### src/rtl/fetch_dispatch_pkg.sv
// Shared sizes, opcode/fun7 constants and the issue-class enum for fetch_dispatch.
package fetch_dispatch_pkg;

    localparam int ROB_DEPTH  = 8;
    localparam int TAG_W      = 3;
    localparam int PC_W       = 7;
    localparam int IMEM_DEPTH = 128;
    localparam int CNT_W      = 4;

    localparam logic [6:0] OP_R    = 7'b0110011;
    localparam logic [6:0] OP_LOAD = 7'b0000011;

    localparam logic [6:0] F7_ADD = 7'b0000000;
    localparam logic [6:0] F7_SUB = 7'b0100000;
    localparam logic [6:0] F7_MUL = 7'b0000001;

    typedef enum logic [1:0] {
        NONE = 2'd0,
        ADD  = 2'd1,
        MUL  = 2'd2,
        LOAD = 2'd3
    } inst_class_e;

endpackage

### src/rtl/fetch_unit.sv
// Program memory, PC and fetched-instruction register; hold freezes pc/inst/inst_v.
module fetch_unit
    import fetch_dispatch_pkg::*;
(
    input  logic            clk1,
    input  logic            rst_n,
    input  logic            hold,
    input  logic            imem_we,
    input  logic [PC_W-1:0] imem_waddr,
    input  logic [31:0]     imem_wdata,
    output logic [PC_W-1:0] pc,
    output logic [31:0]     inst,
    output logic            inst_v
);

    logic [31:0] imem [IMEM_DEPTH];

    // Program load is independent of reset so a program can be written while held in reset.
    always_ff @(posedge clk1) begin
        if (imem_we) begin
            imem[imem_waddr] <= imem_wdata;
        end
    end

    always_ff @(posedge clk1) begin
        if (!rst_n) begin
            pc     <= '0;
            inst   <= '0;
            inst_v <= 1'b0;
        end else if (!hold) begin
            inst   <= imem[pc];
            inst_v <= 1'b1;
            pc     <= pc + 1'b1;
        end
    end

endmodule

### src/rtl/fetch_dispatch.sv
// In-order fetch/decode/issue with ROB tag allocation and register rename table.
// Optional mul class issue is enabled by defining FETCH_DISPATCH_MUL_EN.
module fetch_dispatch
    import fetch_dispatch_pkg::*;
(
    input  logic              clk1,
    input  logic              rst_n,
    input  logic              imem_we,
    input  logic [PC_W-1:0]   imem_waddr,
    input  logic [31:0]       imem_wdata,
    input  logic              rs_add_free,
    input  logic              rs_mul_free,
    input  logic              rs_load_free,
    input  logic              rob_commit,
    input  logic [4:0]        rob_commit_dest,
    input  logic [TAG_W-1:0]  rob_commit_tag,
    output logic [PC_W-1:0]   pc,
    output logic [31:0]       inst,
    output logic              stall,
    output logic              disp_add_v,
    output logic              disp_mul_v,
    output logic              disp_load_v,
    output logic [6:0]        disp_fun7,
    output logic [2:0]        disp_fun3,
    output logic [4:0]        disp_rd,
    output logic [4:0]        disp_rs1,
    output logic [4:0]        disp_rs2,
    output logic [11:0]       disp_offset,
    output logic [TAG_W-1:0]  disp_rob_tag,
    output logic              disp_src1_busy,
    output logic [TAG_W-1:0]  disp_src1_tag,
    output logic              disp_src2_busy,
    output logic [TAG_W-1:0]  disp_src2_tag
);

    logic inst_v;

    fetch_unit u_fetch (
        .clk1       (clk1),
        .rst_n      (rst_n),
        .hold       (stall),
        .imem_we    (imem_we),
        .imem_waddr (imem_waddr),
        .imem_wdata (imem_wdata),
        .pc         (pc),
        .inst       (inst),
        .inst_v     (inst_v)
    );

    logic [6:0]  fun7;
    logic [4:0]  rs2;
    logic [4:0]  rs1;
    logic [2:0]  fun3;
    logic [4:0]  rd;
    logic [6:0]  opcode;
    logic [11:0] offset;

    assign fun7   = inst[31:25];
    assign rs2    = inst[24:20];
    assign rs1    = inst[19:15];
    assign fun3   = inst[14:12];
    assign rd     = inst[11:7];
    assign opcode = inst[6:0];
    assign offset = inst[31:20];

    inst_class_e cls;
    logic        class_free;

`ifndef FETCH_DISPATCH_MUL_EN
    logic mul_free_unused;
    assign mul_free_unused = rs_mul_free;
`endif

    always_comb begin
        cls        = NONE;
        class_free = 1'b0;
        if (opcode == OP_R) begin
            if (fun7 == F7_ADD || fun7 == F7_SUB) begin
                cls = ADD;
            end
`ifdef FETCH_DISPATCH_MUL_EN
            else if (fun7 == F7_MUL) begin
                cls = MUL;
            end
`endif
        end else if (opcode == OP_LOAD) begin
            cls = LOAD;
        end
        case (cls)
            ADD:     class_free = rs_add_free;
`ifdef FETCH_DISPATCH_MUL_EN
            MUL:     class_free = rs_mul_free;
`endif
            LOAD:    class_free = rs_load_free;
            default: class_free = 1'b0;
        endcase
    end

    logic [CNT_W-1:0] rob_count;
    logic [TAG_W-1:0] rob_tail;
    logic             commit_ok;
    logic             issue;

    assign commit_ok = rob_commit && (rob_count != '0);
    assign issue     = inst_v && (cls != NONE) && class_free && (rob_count < CNT_W'(ROB_DEPTH));
    assign stall     = inst_v && (cls != NONE) && !issue;

    logic [31:0]      busy;
    logic [TAG_W-1:0] tag_tbl [32];

    logic             src1_busy;
    logic [TAG_W-1:0] src1_tag;
    logic             src2_busy;
    logic [TAG_W-1:0] src2_tag;

    // A commit retiring exactly the producer being looked up makes the source ready now.
    always_comb begin
        src1_tag  = tag_tbl[rs1];
        src1_busy = (rs1 != '0) && busy[rs1]
                    && !(commit_ok && rob_commit_dest == rs1 && rob_commit_tag == src1_tag);
        src2_tag  = tag_tbl[rs2];
        src2_busy = (rs2 != '0) && busy[rs2]
                    && !(commit_ok && rob_commit_dest == rs2 && rob_commit_tag == src2_tag);
        if (cls == LOAD) begin
            src2_tag  = '0;
            src2_busy = 1'b0;
        end
    end

    logic issue_writes_rd;
    assign issue_writes_rd = issue && (rd != '0);

    always_ff @(posedge clk1) begin
        if (!rst_n) begin
            busy <= '0;
        end else begin
            if (commit_ok && tag_tbl[rob_commit_dest] == rob_commit_tag
                && !(issue_writes_rd && rd == rob_commit_dest)) begin
                busy[rob_commit_dest] <= 1'b0;
            end
            if (issue_writes_rd) begin
                busy[rd] <= 1'b1;
            end
        end
    end

    always_ff @(posedge clk1) begin
        if (rst_n && issue_writes_rd) begin
            tag_tbl[rd] <= rob_tail;
        end
    end

    always_ff @(posedge clk1) begin
        if (!rst_n) begin
            rob_tail  <= '0;
            rob_count <= '0;
        end else begin
            if (issue) begin
                rob_tail <= rob_tail + 1'b1;
            end
            case ({issue, commit_ok})
                2'b10:   rob_count <= rob_count + 1'b1;
                2'b01:   rob_count <= rob_count - 1'b1;
                default: rob_count <= rob_count;
            endcase
        end
    end

    always_ff @(posedge clk1) begin
        if (!rst_n) begin
            disp_add_v     <= 1'b0;
            disp_load_v    <= 1'b0;
            disp_fun7      <= '0;
            disp_fun3      <= '0;
            disp_rd        <= '0;
            disp_rs1       <= '0;
            disp_rs2       <= '0;
            disp_offset    <= '0;
            disp_rob_tag   <= '0;
            disp_src1_busy <= 1'b0;
            disp_src1_tag  <= '0;
            disp_src2_busy <= 1'b0;
            disp_src2_tag  <= '0;
        end else begin
            disp_add_v  <= issue && (cls == ADD);
            disp_load_v <= issue && (cls == LOAD);
            if (issue) begin
                disp_fun7      <= fun7;
                disp_fun3      <= fun3;
                disp_rd        <= rd;
                disp_rs1       <= rs1;
                disp_rs2       <= rs2;
                disp_offset    <= offset;
                disp_rob_tag   <= rob_tail;
                disp_src1_busy <= src1_busy;
                disp_src1_tag  <= src1_tag;
                disp_src2_busy <= src2_busy;
                disp_src2_tag  <= src2_tag;
            end
        end
    end

`ifdef FETCH_DISPATCH_MUL_EN
    always_ff @(posedge clk1) begin
        if (!rst_n) begin
            disp_mul_v <= 1'b0;
        end else begin
            disp_mul_v <= issue && (cls == MUL);
        end
    end
`else
    assign disp_mul_v = 1'b0;
`endif

endmodule

### config.mk
export PLATFORM = sky130hd
export DESIGN_NAME = fetch_dispatch
export DESIGN_NICKNAME = d
export VERILOG_FILES = /design/src/rtl/fetch_dispatch_pkg.sv /design/src/rtl/fetch_unit.sv /design/src/rtl/fetch_dispatch.sv
export SDC_FILE = /design/constraint.sdc
export NUM_CORES = 2
export LEC_CHECK = 0
export CELL_PAD_IN_SITES_DETAIL_PLACEMENT = 2
export CELL_PAD_IN_SITES_GLOBAL_PLACEMENT = 2
export CORE_MARGIN = 1
export CORE_UTILIZATION = 52
export CTS_BUF_LIST = sky130_fd_sc_hd__clkbuf_4 sky130_fd_sc_hd__clkbuf_8
export DETAILED_ROUTE_END_ITERATION = 8
export GPL_TIMING_DRIVEN = 1
export MAX_ROUTING_LAYER = met4
export PLACE_DENSITY = 0.89
export SLEW_MARGIN = 20
export SYNTH_ARGS = -nofsm -noshare
export SYNTH_HDL_FRONTEND = slang
export SYNTH_MEMORY_MAX_BITS = 65536
export SYNTH_SLANG_ARGS = --single-unit
### constraint.sdc
create_clock -name clk1 -period 5.07 [get_ports clk1]
set_input_delay 0.507 -clock clk1 [delete_from_list [all_inputs] [get_ports clk1]]
set_output_delay 0.507 -clock clk1 [all_outputs]
set_load 0.05 [all_outputs]
==> key figures, run 1 <==
Logic synthesis
  – Main synth FF type: edfxtp_1
  – Synth cell types: 83
  – Synth area leaders: edfxtp_1 75%, mux4_2 13%, mux2i_1 3.2%
  – Post-Synth Simple-Gate Area: 0.0215
  – Post-synth top area share: 0.753
  – Post-synthesis compound-gate area fraction: 0.0372
  – Number of synthesized flops with an enable pin: 4192
  – Syn Std Cell Area: 167000 sq um
  – Seq cells post-synth: around 4.3k
  – Synthesized instance count: between 8k and 9k
  – Post-Synth XOR/XNOR Area: 0.00157
  – Synth Warn #: 0
  – Largest family of logic cells by synthesized area: multiplexers
  – Ys async rst share: 0
  – Sequential area share after synthesis: 0.766
  – Adder-Cell Fraction of Synth Area: 0.000494
  – Mux cell area share after synthesis: 0.159
  – Top cell type by total area after synthesis: edfxtp_1
  – Mean area per synthesized cell: just over 20 sq um

Placed design
  – PortBufs: ~140
  – Routability cong.: ~0.93
  – HPWL Detailed: between 400000 and 500000 um

Status
  – Failed at: detailed placement
  – Status: stopped before the end
  – Halt Reason: [ERROR DPL-0033] detailed placement checks failed during check placement.

Die
  – Chip width: 569 um
  – Rows: between 200 and 250
  – Initial core utilization: 0.524
  – Die Span Y: approximately 570 um
  – Ports: roughly 150
==> synth_stat cells (all sizes together) (8+ instances only) <==
| cell | number |
|---|---|
| o21ai | 132 |
| a21o | 9 |
| nand3b | 10 |
| buf | 269 |
| xnor2 | 18 |
| inv | 13 |
| a221o | 9 |
| mux2 | 33 |
| nand3 | 58 |
| and2 | 13 |
| a31oi | 20 |
| nand2 | 231 |
| a2111oi | 8 |
| dfxtp | 116 |
| clkbuf | 227 |
| nor4 | 23 |
| a22o | 24 |
| a221oi | 79 |
| edfxtp | 4192 |
| a211oi | 42 |
| o211ai | 17 |
| mux2i | 531 |
| nand2b | 18 |
| mux4 | 932 |
| o221ai | 69 |
| a22oi | 132 |
| o22ai | 72 |
| nor3 | 43 |
| nor2 | 254 |
| a21oi | 275 |
| nor2b | 29 |
| nand4 | 23 |
| xor2 | 12 |
==> logic make-up after synthesis <==
group | Yosys count
AOI/OAI and AO/OA | 933
xor gates and xnor gates | 30
adders and majority gates | 6
buffers and inverters | 510
DFF | 4308
muxes | 1496
other | 1
and+or+nand+nor | 760
==> metrics by stage <==
step | cells | instance area (sq um) | hold WS [ns] | setup WS (ns)
floorplan | 8047 | 167000 | 0.488 | 0.455
global placement | 12464 | 177000 | 0.441 | 0.853
==> run 2, diff against run 1 <==
==> config.mk (replaced) <==
export PLATFORM = sky130hd
export DESIGN_NAME = fetch_dispatch
export DESIGN_NICKNAME = d
export VERILOG_FILES = /design/src/rtl/fetch_dispatch_pkg.sv /design/src/rtl/fetch_unit.sv /design/src/rtl/fetch_dispatch.sv
export SDC_FILE = /design/constraint.sdc
export NUM_CORES = 2
export LEC_CHECK = 0
export CORE_MARGIN = 1
export CORE_UTILIZATION = 40
export DETAILED_ROUTE_END_ITERATION = 8
export GPL_TIMING_DRIVEN = 1
export PLACE_DENSITY_LB_ADDON = 0.15
export SLEW_MARGIN = 20
export SYNTH_ARGS = -nofsm -noshare
export SYNTH_HDL_FRONTEND = slang
export SYNTH_MEMORY_MAX_BITS = 65536
export SYNTH_SLANG_ARGS = --single-unit
==> key figures, run 2 <==
Worst setup path
  – CP Max Fanout: 24
  – Worst EP arrival: between 5 and 6 ns
  – Reg2reg path depth: 9
  – Setup CP Type: register to register
  – CP required: approximately 6 ns
  – CP Launch Type: register
  – CP Capture Type: register

Die
  – Core area: about 420000 sq um
  – Initial core utilization: 0.402
  – Die Span Y: between 600 and 700 um
  – Die area: roughly 420000 sq um
  – Rows: approximately 240
  – Ports: 145
  – Chip width: 649 um

CTS
  – Worst-Skew Late Latency: approximately 1.0 ns
  – CTS tree: built
  – Total CTS buffers: around 450
  – H-tree lvl count: 5
  – Number of post-CTS setup repair buffers: 0
  – Clock slew at the register clock pins of the worst setup and hold paths: approximately 0.060 ns
  – Resize count post-CTS: 0
  – Sink Count: between 4k and 5k
  – Clock Tree Buf Depth: 4
  – CTS root buf: clkbuf_16

Drt
  – DRC viols: 0
  – WL/cell: 35.9 um
  – Post-detailed-routing wire length: ~520000 um
  – Routed Antenna Nets: 0
  – DRT Pass-1 Iters: 5
  – DRT iter0 DRCs: approximately 11k
  – DR vias/cell: between 5 and 6
  – Routed vias: 87.0k

Placed design
  – Routability cong.: 0.868
  – Post-DP Area: about 180000 sq um
  – Post-place setup slack: between 0.5 and 0.6 ns
  – PortBufs: between 100 and 150
  – HPWL Detailed: 315000 um
  – Post-Place Cells: roughly 14k

STA
  – Post-route setup TNS: 0 ns
  – Period Utilization, post-route: 0.905
  – Hold Vio Cnt, Final: 0
  – Final Max Tran Viols: 0
  – Setup WS post-layout: between 0.4 and 0.5 ns
  – RSZ-0062 raised after global routing: no
  – Finish-stage setup viols: 0
  – Max_slew headroom: 0.186
  – Final Skew: between 0.06 and 0.07 ns
  – Least-Margin Pin Slew: around 1.2 ns
  – Fin crit period: ~4.6 ns
  – WHS: slightly below 0.07 ns
  – Fmax: around 220 MHz

Finish
  – Largest register FFs: around 4.1k
  – Non-Filler Instances: about 15k
  – Final instance area: a little under 200000 sq um
  – Utilization after layout: 0.465
  – Share of layout cells above drive strength 1: 0.259
  – Most frequent cells in the layout: 4192 x edfxtp_1, 932 x mux4_2, 531 x mux2i_1
  – Area grow syn2layout: 15.9%
  – Most common cell after layout, fill and taps aside: edfxtp_1
  – Biggest regs: u_fetch.imem (4096), tag_tbl (96), u_fetch.inst (32)
  – Fin nets: 8759
  – Most flops, register: u_fetch.imem
  – Fillers: 34.8k

Logic synthesis
  – Most frequent cells after synthesis: 4192 x edfxtp_1, 932 x mux4_2, 531 x mux2i_1
  – Mux cell area share after synthesis: 0.159
  – Mean area per synthesized cell: a little over 20 sq um
  – Number of synthesized flops with an enable pin: 4192
  – Synth cell types: 83
  – Main synth FF type: edfxtp_1
  – Sequential area share after synthesis: 0.766
  – Seq cells post-synth: 4308
  – Largest family of logic cells by synthesized area: multiplexers
  – Synth Warn #: 0
  – Ys async rst share: 0
  – Adder-Cell Fraction of Synth Area: 0.000494
  – Post-synthesis compound-gate area fraction: 0.0372
  – Most frequent cell after synthesis: edfxtp_1
  – Top cell type by total area after synthesis: edfxtp_1
  – Post-Synth Simple-Gate Area: 0.0215
  – Synth area leaders: edfxtp_1 75%, mux4_2 13%, mux2i_1 3.2%
  – Synthesized instance count: ~8k
  – Syn Std Cell Area: about 170000 sq um
  – Post-Synth XOR/XNOR Area: 0.00157
  – Post-synth top area share: 0.753

Global route
  – Vias in the first global route: about 87k
  – Total overflow reported by the global router: 0
  – Largest net degree at the start of global routing: about 130
  – First-pass GRT wire length: slightly above 700000 um
  – All-Layer GR Usage: 0.244
  – Initial antenna violation count: 56

Flow run
  – Max cap viols: 0

Pwr
  – PD cells: about 400 nW/um^2
  – Maximum vdd drop: about 0.34 mV
  – Leakage Power: ~60 nW
  – Overall power: roughly 77 mW

Status
  – Status: finished clean

Hold path
  – Hold Path Depth: 1
  – Worst hold-check path type: primary input to register
[run 2: path summary, 6_finish.rpt]
check                                      from                    to  slack, ns
worst max register to register    u_fetch.pc[3]      u_fetch.inst[22]       0.48
worst min register to register  disp_rob_tag[0]       disp_rob_tag[0]       0.46
worst max-delay path              u_fetch.pc[3]      u_fetch.inst[22]       0.48
worst min-delay path             imem_wdata[18]  u_fetch.imem[14][18]       0.07
[run 2: final cells by class]
type	count	area [sq um]	share of cell area
Timing Repair Buffer	700	6660	0.0344
Sequential cell	4308	128000	0.662
Multi-Input combinational cell	3229	38000	0.196
Antenna cell	21	52.6	0.000271
Clock buffer	550	11700	0.0605
Tap cell	5497	6880	0.0355
Inverter	14	67.6	0.000349
Clock inverter	264	2210	0.0114
[run 2: metal layers]
metal	vias up	track usage	part of all wire
met5	-	0	0.00031
met4	24	0.0616	0.027
met3	672	0.0398	0.072
met2	3598	0.402	0.49
met1	47526	0.340	0.41
li1	35131	-	-
[run 2: kinds of logic after synthesis]
kind of cell,Yosys count
DFF,4308
muxes,1496
AOI/OAI and AO/OA,933
and+or+nand+nor,760
buffers and inverters,510
xor gates and xnor gates,30
adders and majority gates,6
other,1
[run 2: what timing repair did]
item | 4_1_cts | 5_1_grt
endpoints found under the setup margin | 0 | 0
endpoints found under the hold margin | 71 | 31
hold buffers | 3 | 1
[run 2: power breakdown]
group | total [mW] | internal [mW] | switching, mW
logic | 5.63 | 2.12 | 3.51
registers | 39.4 | 39.2 | 0.184
clock network | 31.6 | 17.8 | 13.8
total | 76.6 | 59.1 | 17.5
[run 2: worst max-delay path: stages, from the launching register on]
cell and delay [ns]:
dfxtp_4 0.70, or3b_2 0.80, buf_4 0.33, o221ai_1 0.22, a221oi_1 0.09, buf_4 0.21, a211oi_1 0.95, nor3_1 0.34
nor3_1 0.68, a21o_1 0.14
No activity file was read; power rests on OpenSTA's default activity.
